`config.mk`:
```
export PLATFORM = sky130hd
export DESIGN_NAME = mem_io_responder_flat
export DESIGN_NICKNAME = d
export VERILOG_FILES = /design/src/rtl/mem_io_responder_pkg.sv /design/src/rtl/mem_io_responder_if.sv /design/src/rtl/sync_byte_fifo.sv /design/src/rtl/mem_io_responder.sv /design/src/flat_wrapper.sv
export SDC_FILE = /design/constraint.sdc
export NUM_CORES = 1
export LEC_CHECK = 0
export ABC_AREA = 1
export CORE_ASPECT_RATIO = 1.5
export CORE_MARGIN = 5
export CORE_UTILIZATION = 55
export CTS_CLUSTER_DIAMETER = 200
export DETAILED_ROUTE_END_ITERATION = 7
export GPL_ROUTABILITY_DRIVEN = 1
export PLACE_DENSITY = 0.8
export SYNTH_ARGS = -nofsm -noshare
export SYNTH_HDL_FRONTEND = slang
export SYNTH_SLANG_ARGS = --single-unit
```
`constraint.sdc`:
```
create_clock -name clk_in -period 7.3 [get_ports clk_in]
set_input_delay 2.19 -clock clk_in [delete_from_list [all_inputs] [get_ports clk_in]]
set_output_delay 2.19 -clock clk_in [all_outputs]
set_load 0.02 [all_outputs]
```
`src/rtl/mem_io_responder_pkg.sv`:
```
`default_nettype none
// ============================================================================
//  Module      : mem_io_responder_pkg
//  Description : Shared constants, types and the read-address decoder for the
//                memory-mapped I/O responder (UART byte streams, cycle
//                counter, halt request).
//  Contents    : FIFO_W   - byte width carried by both FIFOs
//                CNT_W    - cycle counter width
//                IO_BASE  - UART data register (read pops rx, write pushes tx)
//                IO_CLK   - cycle counter snapshot / halt register
//                rd_sel_e - what an accepted read returns
//                decode_rd- maps a decoded I/O address to rd_sel_e
//  Revision    : 1.0 - initial release
// ============================================================================
package mem_io_responder_pkg;

  localparam int FIFO_W = 8;
  localparam int CNT_W  = 32;

  localparam logic [17:0] IO_BASE = 18'h30000;
  localparam logic [17:0] IO_CLK  = 18'h30004;

  // Source of the byte returned for an accepted read. RSEL_NONE means no
  // I/O read happened; RSEL_ZERO is an I/O read of an unmapped offset.
  typedef enum logic [2:0] {
    RSEL_NONE = 3'd0,
    RSEL_ZERO = 3'd1,
    RSEL_RX   = 3'd2,
    RSEL_CNT0 = 3'd3,
    RSEL_CNT1 = 3'd4,
    RSEL_CNT2 = 3'd5,
    RSEL_CNT3 = 3'd6
  } rd_sel_e;

  function automatic rd_sel_e decode_rd(input logic [17:0] addr);
    rd_sel_e sel;
    sel = RSEL_ZERO;
    if (addr == IO_BASE)               sel = RSEL_RX;
    else if (addr == IO_CLK)           sel = RSEL_CNT0;
    else if (addr == IO_CLK + 18'd1)   sel = RSEL_CNT1;
    else if (addr == IO_CLK + 18'd2)   sel = RSEL_CNT2;
    else if (addr == IO_CLK + 18'd3)   sel = RSEL_CNT3;
    return sel;
  endfunction

endpackage
`default_nettype wire

```
`src/rtl/mem_io_responder_if.sv`:
```
`default_nettype none
// ============================================================================
//  Module      : mem_io_responder_if
//  Description : Bundle of the CPU bus and the two UART byte streams seen by
//                the I/O responder.
//  Signals     : mem_a/mem_dout/mem_wr     CPU address, write byte, direction
//                io_din/io_rd_hit          read byte and its valid strobe
//                io_buffer_full            CPU must stall I/O writes
//                tx_data/tx_valid/tx_ready byte stream towards the transmitter
//                rx_data/rx_valid/rx_ready byte stream from the receiver
//  Modports    : master - CPU and UART side; slave - the responder
//  Revision    : 1.0 - initial release
// ============================================================================
interface mem_io_responder_if;
  import mem_io_responder_pkg::*;

  logic [31:0]       mem_a;
  logic [FIFO_W-1:0] mem_dout;
  logic              mem_wr;
  logic [FIFO_W-1:0] io_din;
  logic              io_rd_hit;
  logic              io_buffer_full;
  logic [FIFO_W-1:0] tx_data;
  logic              tx_valid;
  logic              tx_ready;
  logic [FIFO_W-1:0] rx_data;
  logic              rx_valid;
  logic              rx_ready;

  modport master (
    output mem_a, mem_dout, mem_wr, tx_ready, rx_data, rx_valid,
    input  io_din, io_rd_hit, io_buffer_full, tx_data, tx_valid, rx_ready
  );

  modport slave (
    input  mem_a, mem_dout, mem_wr, tx_ready, rx_data, rx_valid,
    output io_din, io_rd_hit, io_buffer_full, tx_data, tx_valid, rx_ready
  );

endinterface
`default_nettype wire

```
`src/rtl/sync_byte_fifo.sv`:
```
`default_nettype none
// ============================================================================
//  Module      : sync_byte_fifo
//  Description : Single-clock FIFO with registered pointers and occupancy.
//                Push on full and pop on empty are ignored; a simultaneous
//                accepted push and pop leaves the count unchanged.
//  Ports       : clk_i     clock
//                rst_n_i   synchronous active-low reset (empties the FIFO)
//                push_i    write din_i when not full
//                pop_i     advance past the head when not empty
//                din_i     write data
//                dout_o    head entry (valid while !empty_o)
//                full_o    count == DEPTH
//                empty_o   count == 0
//                count_o   occupancy, log2(DEPTH)+1 bits
//  Revision    : 1.0 - initial release
// ============================================================================
module sync_byte_fifo
  import mem_io_responder_pkg::*;
#(
  parameter int DEPTH = 8,
  parameter int WIDTH = FIFO_W
) (
  input  logic                     clk_i,
  input  logic                     rst_n_i,
  input  logic                     push_i,
  input  logic                     pop_i,
  input  logic [WIDTH-1:0]         din_i,
  output logic [WIDTH-1:0]         dout_o,
  output logic                     full_o,
  output logic                     empty_o,
  output logic [$clog2(DEPTH):0]   count_o
);

  localparam int AW = $clog2(DEPTH);
  localparam logic [AW:0] C_DEPTH = (AW+1)'(DEPTH);

  logic [WIDTH-1:0] mem_q [DEPTH];
  logic [AW-1:0]    wr_ptr_q, rd_ptr_q;
  logic [AW:0]      count_q;
  logic             push_ok_w, pop_ok_w;

  assign full_o    = (count_q == C_DEPTH);
  assign empty_o   = (count_q == '0);
  assign count_o   = count_q;
  assign dout_o    = mem_q[rd_ptr_q];
  assign push_ok_w = push_i && !full_o;
  assign pop_ok_w  = pop_i && !empty_o;

  // Storage carries no reset; only pointers and count define validity.
  always_ff @(posedge clk_i) begin
    if (push_ok_w) mem_q[wr_ptr_q] <= din_i;
  end

  // Pointers are exactly log2(DEPTH) bits, so they wrap without compare.
  always_ff @(posedge clk_i) begin
    if (!rst_n_i) begin
      wr_ptr_q <= '0;
      rd_ptr_q <= '0;
      count_q  <= '0;
    end else begin
      if (push_ok_w) wr_ptr_q <= wr_ptr_q + 1'b1;
      if (pop_ok_w)  rd_ptr_q <= rd_ptr_q + 1'b1;
      case ({push_ok_w, pop_ok_w})
        2'b10:   count_q <= count_q + 1'b1;
        2'b01:   count_q <= count_q - 1'b1;
        default: count_q <= count_q;
      endcase
    end
  end

endmodule
`default_nettype wire

```
`src/rtl/mem_io_responder.sv`:
```
`default_nettype none
// ============================================================================
//  Module      : mem_io_responder
//  Description : Memory-mapped I/O responder. Decodes CPU accesses with
//                mem_a[17:16]==2'b11, moves bytes to/from the UART through
//                two FIFOs, exposes a free-running cycle counter through a
//                little-endian snapshot and latches a halt request.
//  Ports       : clk_in          system clock
//                rst_in          synchronous active-low reset
//                rdy_in          global enable; low freezes all state
//                bus             CPU bus + UART streams (slave modport)
//                program_stop    sticky halt request
//                tx_overflow_o   sticky: an I/O write hit a full tx FIFO
//                dbg_cnt_load_i  load the cycle counter (enabled edges only)
//                dbg_cnt_val_i   value loaded into the cycle counter
//  Revision    : 1.0 - initial release
// ============================================================================
module mem_io_responder
  import mem_io_responder_pkg::*;
#(
  parameter int TX_DEPTH    = 16,
  parameter int RX_DEPTH    = 8,
  parameter int FULL_MARGIN = 4
) (
  input  logic                 clk_in,
  input  logic                 rst_in,
  input  logic                 rdy_in,
  mem_io_responder_if.slave    bus,
  output logic                 program_stop,
  output logic                 tx_overflow_o,
  input  logic                 dbg_cnt_load_i,
  input  logic [CNT_W-1:0]     dbg_cnt_val_i
);

  localparam int TX_CW = $clog2(TX_DEPTH) + 1;
  localparam int RX_CW = $clog2(RX_DEPTH) + 1;
  localparam logic [TX_CW-1:0] TX_FULL_THR = TX_CW'(TX_DEPTH - FULL_MARGIN);

  // ---------------------------------------------------------------- decode
  logic [17:0] addr_w;
  logic        io_acc_w, io_rd_w, io_wr_w;
  rd_sel_e     rd_sel_w;
  logic        unused_addr_hi_w;

  assign addr_w           = bus.mem_a[17:0];
  assign unused_addr_hi_w = ^bus.mem_a[31:18];
  assign io_acc_w         = rdy_in && (addr_w[17:16] == 2'b11);
  assign io_rd_w          = io_acc_w && !bus.mem_wr;
  assign io_wr_w          = io_acc_w && bus.mem_wr;
  assign rd_sel_w         = io_rd_w ? decode_rd(addr_w) : RSEL_NONE;

  // ---------------------------------------------------------------- tx path
  logic              tx_req_w, tx_push_w, tx_pop_w, tx_full_w, tx_empty_w;
  logic              tx_valid_w;
  logic [FIFO_W-1:0] tx_din_w, tx_head_w;
  logic [TX_CW-1:0]  tx_count_w;

  // A halt request enqueues a 0x00 marker byte; data writes of 0x00 are
  // dropped so the marker is unambiguous on the stream.
  assign tx_req_w  = io_wr_w && (((addr_w == IO_BASE) && (bus.mem_dout != '0))
                                 || (addr_w == IO_CLK));
  assign tx_din_w  = (addr_w == IO_CLK) ? '0 : bus.mem_dout;
  assign tx_push_w = tx_req_w && !tx_full_w;
  // Streams are only advertised while enabled, so a handshake can never
  // complete on an edge where the FIFO is frozen.
  assign tx_valid_w = !tx_empty_w && rdy_in;
  assign tx_pop_w   = tx_valid_w && bus.tx_ready;

  sync_byte_fifo #(
    .DEPTH (TX_DEPTH),
    .WIDTH (FIFO_W)
  ) u_tx_fifo (
    .clk_i   (clk_in),
    .rst_n_i (rst_in),
    .push_i  (tx_push_w),
    .pop_i   (tx_pop_w),
    .din_i   (tx_din_w),
    .dout_o  (tx_head_w),
    .full_o  (tx_full_w),
    .empty_o (tx_empty_w),
    .count_o (tx_count_w)
  );

  assign bus.tx_valid       = tx_valid_w;
  assign bus.tx_data        = tx_head_w;
  assign bus.io_buffer_full = (tx_count_w >= TX_FULL_THR);

  // ---------------------------------------------------------------- rx path
  logic              rx_push_w, rx_pop_w, rx_full_w, rx_empty_w, rx_ready_w;
  logic [FIFO_W-1:0] rx_head_w;
  logic [RX_CW-1:0]  unused_rx_count_w;

  assign rx_ready_w = !rx_full_w && rdy_in;
  assign rx_push_w  = bus.rx_valid && rx_ready_w;
  assign rx_pop_w   = (rd_sel_w == RSEL_RX) && !rx_empty_w;

  sync_byte_fifo #(
    .DEPTH (RX_DEPTH),
    .WIDTH (FIFO_W)
  ) u_rx_fifo (
    .clk_i   (clk_in),
    .rst_n_i (rst_in),
    .push_i  (rx_push_w),
    .pop_i   (rx_pop_w),
    .din_i   (bus.rx_data),
    .dout_o  (rx_head_w),
    .full_o  (rx_full_w),
    .empty_o (rx_empty_w),
    .count_o (unused_rx_count_w)
  );

  assign bus.rx_ready = rx_ready_w;

  // ------------------------------------------------ counter, read pipeline
  logic [CNT_W-1:0]  cnt_q, cnt_d;
  logic [CNT_W-1:0]  snap_q, snap_d;
  logic              rd_pend_q, rd_pend_d;
  logic [FIFO_W-1:0] rd_data_q, rd_data_d;
  logic [FIFO_W-1:0] io_din_q, io_din_d;
  logic              io_rd_hit_q, io_rd_hit_d;
  logic              stop_q, stop_d;
  logic              ovf_q, ovf_d;

  always_comb begin
    cnt_d       = dbg_cnt_load_i ? dbg_cnt_val_i : cnt_q + 1'b1;
    snap_d      = snap_q;
    rd_pend_d   = (rd_sel_w != RSEL_NONE);
    rd_data_d   = '0;
    io_rd_hit_d = rd_pend_q;
    io_din_d    = rd_pend_q ? rd_data_q : io_din_q;
    stop_d      = stop_q | (io_wr_w && (addr_w == IO_CLK));
    ovf_d       = ovf_q | (tx_req_w && tx_full_w);

    // Stage one captures the byte on the accepting edge so that the rx pop
    // and the snapshot happen together with the access; stage two presents
    // it to the CPU one edge later.
    case (rd_sel_w)
      RSEL_RX:   rd_data_d = rx_empty_w ? '0 : rx_head_w;
      RSEL_CNT0: begin
        snap_d    = cnt_q;
        rd_data_d = cnt_q[7:0];
      end
      RSEL_CNT1: rd_data_d = snap_q[15:8];
      RSEL_CNT2: rd_data_d = snap_q[23:16];
      RSEL_CNT3: rd_data_d = snap_q[31:24];
      default:   rd_data_d = '0;
    endcase
  end

  always_ff @(posedge clk_in) begin
    if (!rst_in) begin
      cnt_q       <= '0;
      snap_q      <= '0;
      rd_pend_q   <= 1'b0;
      rd_data_q   <= '0;
      io_din_q    <= '0;
      io_rd_hit_q <= 1'b0;
      stop_q      <= 1'b0;
      ovf_q       <= 1'b0;
    end else if (rdy_in) begin
      cnt_q       <= cnt_d;
      snap_q      <= snap_d;
      rd_pend_q   <= rd_pend_d;
      rd_data_q   <= rd_data_d;
      io_din_q    <= io_din_d;
      io_rd_hit_q <= io_rd_hit_d;
      stop_q      <= stop_d;
      ovf_q       <= ovf_d;
    end
  end

  assign bus.io_din    = io_din_q;
  assign bus.io_rd_hit = io_rd_hit_q;
  assign program_stop  = stop_q;
  assign tx_overflow_o = ovf_q;

endmodule
`default_nettype wire

```
`src/flat_wrapper.sv`:
```
// flat-port wrapper written by rule: the top's interface ports become plain ports
module mem_io_responder_flat import mem_io_responder_pkg::*;
#(
  parameter int TX_DEPTH    = 16,
  parameter int RX_DEPTH    = 8,
  parameter int FULL_MARGIN = 4
)
  (clk_in, rst_in, rdy_in, program_stop, tx_overflow_o, dbg_cnt_load_i, dbg_cnt_val_i, bus_mem_a, bus_mem_dout, bus_mem_wr, bus_tx_ready, bus_rx_data, bus_rx_valid, bus_io_din, bus_io_rd_hit, bus_io_buffer_full, bus_tx_data, bus_tx_valid, bus_rx_ready);
  mem_io_responder_if bus_i ();
  input  logic clk_in;
  input  logic rst_in;
  input  logic rdy_in;
  output logic program_stop;
  output logic tx_overflow_o;
  input  logic dbg_cnt_load_i;
  input  logic [CNT_W-1:0] dbg_cnt_val_i;
  input wire logic [$bits(bus_i.mem_a)-1:0] bus_mem_a;
  input wire logic [$bits(bus_i.mem_dout)-1:0] bus_mem_dout;
  input wire logic [$bits(bus_i.mem_wr)-1:0] bus_mem_wr;
  input wire logic [$bits(bus_i.tx_ready)-1:0] bus_tx_ready;
  input wire logic [$bits(bus_i.rx_data)-1:0] bus_rx_data;
  input wire logic [$bits(bus_i.rx_valid)-1:0] bus_rx_valid;
  output wire logic [$bits(bus_i.io_din)-1:0] bus_io_din;
  output wire logic [$bits(bus_i.io_rd_hit)-1:0] bus_io_rd_hit;
  output wire logic [$bits(bus_i.io_buffer_full)-1:0] bus_io_buffer_full;
  output wire logic [$bits(bus_i.tx_data)-1:0] bus_tx_data;
  output wire logic [$bits(bus_i.tx_valid)-1:0] bus_tx_valid;
  output wire logic [$bits(bus_i.rx_ready)-1:0] bus_rx_ready;
  assign bus_i.mem_a = bus_mem_a;
  assign bus_i.mem_dout = bus_mem_dout;
  assign bus_i.mem_wr = bus_mem_wr;
  assign bus_i.tx_ready = bus_tx_ready;
  assign bus_i.rx_data = bus_rx_data;
  assign bus_i.rx_valid = bus_rx_valid;
  assign bus_io_din = bus_i.io_din;
  assign bus_io_rd_hit = bus_i.io_rd_hit;
  assign bus_io_buffer_full = bus_i.io_buffer_full;
  assign bus_tx_data = bus_i.tx_data;
  assign bus_tx_valid = bus_i.tx_valid;
  assign bus_rx_ready = bus_i.rx_ready;
  mem_io_responder #(.TX_DEPTH(TX_DEPTH), .RX_DEPTH(RX_DEPTH), .FULL_MARGIN(FULL_MARGIN)) u_core (.clk_in(clk_in), .rst_in(rst_in), .rdy_in(rdy_in), .bus(bus_i), .program_stop(program_stop), .tx_overflow_o(tx_overflow_o), .dbg_cnt_load_i(dbg_cnt_load_i), .dbg_cnt_val_i(dbg_cnt_val_i));
endmodule
```
==> results by group <==
Run status
  • Status: completed

Clocking
  • Insertion delay to the later sink of the worst-skew pair: 0.53 ns
  • Clock Root Buffer: clkbuf_16
  • Clk slew on worst S/H paths: 0.07 ns
  • # H-tree levels: 1
  • Post-CTS resize count: 0
  • CTS tree: built
  • Number of CTS-inserted buffers: 27
  • CTS Hold Bufs: 0
  • Postcts setup bufs: 0
  • Longest Clk Path Bufs: 3
  • Total clock sinks: 298

Logic synthesis
  • Synth Area in Adders: 0.0154
  • Syn Inst Count: 1433
  • #FFs+latches synth: between 200 and 300
  • EDFF count, synth: 192
  • Simple logic cell fraction of the synthesized area: 0.193
  • Yosys top cell area share: 0.429
  • Compound-Gate Fraction of Synth Area: 0.116
  • Synth unique cells: 40
  • Top post-synthesis cells by area: edfxtp_1 (43%), dfxtp_1 (16%), nand2_1 (7.4%)
  • Top_reg_cell synth: edfxtp_1
  • Most common cell in the netlist: nand2_1
  • Cell taking the most area after synthesis: edfxtp_1
  • Post-synthesis share of cell area spent on xor and xnor gates: 0.00846
  • Post-synth ARST share: 0
  • Cell area after synthesis: 0.0135 mm²
  • Post-synthesis mux area share: 0.0238
  • Post-synth top cells: nand2_1 (266), edfxtp_1 (192), nor2_1 (144)
  • Synthesized area per cell: 9.39 µm²
  • Largest family of logic cells by synthesized area: simple AND/OR/NAND/NOR gates
  • Post-Syn Nets: 1536
  • Seq/Total Area, Yosys: 0.586
  • Warnings, synthesis: 0

Placed design
  • Routability cong.: 0.914
  • PortBufs: between 90 and 100
  • HPWL Detailed: 22600 µm
  • Dpl ws: 1.28 ns

Worst setup path
  • FF-to-FF Start: u_core.u_tx_fifo.count_o[1]$_SDFFE_PN0P_
  • Worst EP arrival: 3.79 ns
  • Setup CP Type: primary input to output pin
  • Crit path cell chain: clkdlybuf4s50_1, buf_4, nand2_1, inv_1, clkdlybuf4s50_1
  • Reg-to-reg endpoint: u_core.u_tx_fifo.count_o[4]$_SDFFE_PN0P_
  • CP max FO: 30
  • R2R depth: 13
  • CP peak stage delay: 0.59 ns
  • Cell mode on critical path: clkdlybuf4s50_1
  • CP endpoint kind: output pin
  • Worst reg2reg setup slack: 4.53 ns
  • CP startpoint kind: primary input
  • CP Data Required Time: approximately 5 ns
  • Slowest CP cell: clkdlybuf4s50_1

Die
  • FP Rows: 70
  • IO Pins: 109
  • Chip Height: 202 µm
  • Std-Cell Core Area: 0.0243 mm²
  • DIE AREA: 0.0277 mm²
  • Die W: around 140 µm
  • Initial Util: 0.554

Cells and area
  • Multi-input gate area: 0.00479 mm²
  • Area delta synth->final: 15.1%
  • Ratio of cells with drive above 1 in the final layout: 0.0455
  • Register area: 0.00789 mm²
  • Nets: 1602
  • Filler cells: 1956

Power
  • Combinational power share: 0.048
  • Sw power: 0.725 mW
  • Largest vdd supply drop: 191 µV
  • Static leakage: around 5.5 nW
  • Clock power frac: 0.411
  • Flop pwr share: 0.541
  • Switching Share: 0.214
  • Tot Pwr: ~3.4 mW
  • Power per cell area: 219 mW/mm²
  • Int Pwr: 2.66 mW

GRT
  • First-pass GRT wire length: 50900 µm
  • GRT overflow: 0
  • Total track usage: 0.230
  • Antenna violations before repair: 2
  • Vias in the first global route: roughly 10000
  • Largest net degree at the start of global routing: 70

Timing
  • Tightest Pin Transition: 1.03 ns
  • Tcrit/Tclk final: 0.819
  • Final Hold Vio Count: 0
  • Worst Setup Slack, final: 1.32 ns
  • Minimum clock period: 5.98 ns
  • # setup viols final: 0
  • RSZ-0062 raised after global routing: false
  • Max Fclk: 0.167 GHz
  • Clk_skew: 0.0180 ns
  • Slew HR: 0.313
  • Hold WS: 0.464 ns
  • Max Slew Vio Count: 0
  • Final setup TNS: 0 ns

Job
  • Max cap viols: 0

Drt
  • Avg WL per Cell: roughly 18 µm
  • 1st-iter DRT viols: 697
  • First drt pass iteration count: 5
  • Vias per cell: 5.68
  • Final WL: 32400 µm
  • DR vias: 10473
  • Post-route ant nets: 0
  • Number of remaining DRC errors: 0

Min path
  • Hold Path Origin: u_core.rd_data_q[4]$_SDFFE_PN0P_
  • Worst min-delay path category: register to register
  • WHS Endpoint: u_core.rd_data_q[4]$_SDFFE_PN0P_
  • Hold Crit Depth: 2
## registers in the layout, indices dropped and copies added (netlist names), named ones only
name / count
u_core.u_rx_fifo.rd_ptr_q: 3
u_core.u_rx_fifo.wr_ptr_q: 3
u_core.tx_overflow_o: 1
u_core.bus.io_din: 8
u_core.io_rd_hit_d: 1
u_core.u_rx_fifo.count_o: 4
u_core.bus.io_rd_hit: 1
u_core.cnt_q: 32
u_core.program_stop: 1
u_core.u_tx_fifo.mem_q: 128
u_core.u_tx_fifo.count_o: 5
u_core.u_tx_fifo.rd_ptr_q: 4
u_core.u_tx_fifo.wr_ptr_q: 4
u_core.u_rx_fifo.mem_q: 64
u_core.rd_data_q: 8
u_core.snap_q: 24
## worst max path at each step
stage	startpoint	endpoint	slack (ns)
floorplan	rdy_in	bus_rx_ready	2.43
global placement	rdy_in	bus_rx_ready	1.29
detailed placement	rdy_in	bus_rx_ready	1.28
CTS	rdy_in	bus_rx_ready	1.28
global route	rdy_in	bus_tx_valid	1.23
finish	rdy_in	bus_tx_valid	1.32
## logic make-up (layout without fill, tap and decap cells)
logic type	count (synthesis)	after routing
buffers and inverters	204	289
other	0	2
AOI/OAI and AO/OA	268	268
DFF	298	298
and+or+nand+nor	602	602
xor gates and xnor gates	13	13
adders and majority gates	16	16
muxes	32	32
## per-stage QoR
step | area [µm²] | instances | utilization
after floorplan | 13500 | 1433 | -
after global placement | 14600 | 1794 | 0.602
after detailed placement | 14600 | 1794 | 0.602
after CTS | 15500 | 1842 | 0.638
after global routing | 15500 | 1844 | 0.638
final | 15500 | 1844 | 0.638
## area by class of cell
type / instances / share of cell area
clock inverter: 20 / 0.0121
tap: 324 / 0.0262
antenna: 2 / 0.000323
multi-input combinational: 931 / 0.309
clock buffer: 28 / 0.0439
timing repair buffer: 102 / 0.0647
inverter: 139 / 0.0337
sequential: 298 / 0.510
## per-layer routing
layer  wire (µm)  vias to the layer above  share of wire  track usage
li1            -                     5086              -            -
met3        1850                      122          0.057       0.0288
met1       11600                     4904           0.36        0.255
met5           0                        -              0            0
met4        1980                        0          0.061        0.132
met2       16900                      361           0.52        0.416
## layout by cell type (no fill, tap or decap), types with 3 or more instances in the layout
cell and count:
edfxtp_1 192, o21ai_0 80, clkinv_1 7, o211ai_1 48, bufinv_16 3, xor2_1 10, inv_2 3, a221oi_1 3
ha_1 15, nand3_1 133, nor4_1 4, clkbuf_16 27, buf_4 8, nand2_1 266, nand4_1 15, or2_2 4
a211oi_1 29, a21oi_1 103, inv_1 134, nor2_2 4, clkdlybuf4s50_1 94, nor2_1 144, mux2i_1 32, clkinv_4 3
clkinvlp_4 3, dfxtp_1 105, clkinv_2 6, nor3_1 19, xnor2_1 3
## worst max-delay path, delay by kind of cell
kind / cells / cell delay, ns
simple gates: 1 / 0.12
buf+inv: 4 / 1.47
## power by group through the flow
stage | clock (mW) | sequential (mW) | combinational, mW
detailed placement | 0 | 1.87 | 0.163
floorplan | 0 | 1.86 | 0.0831
global route | 1.48 | 1.83 | 0.180
global placement | 0 | 1.86 | 0.158
CTS | 1.41 | 1.83 | 0.164
finish | 1.39 | 1.83 | 0.164
No activity file was read; power rests on OpenSTA's default activity.
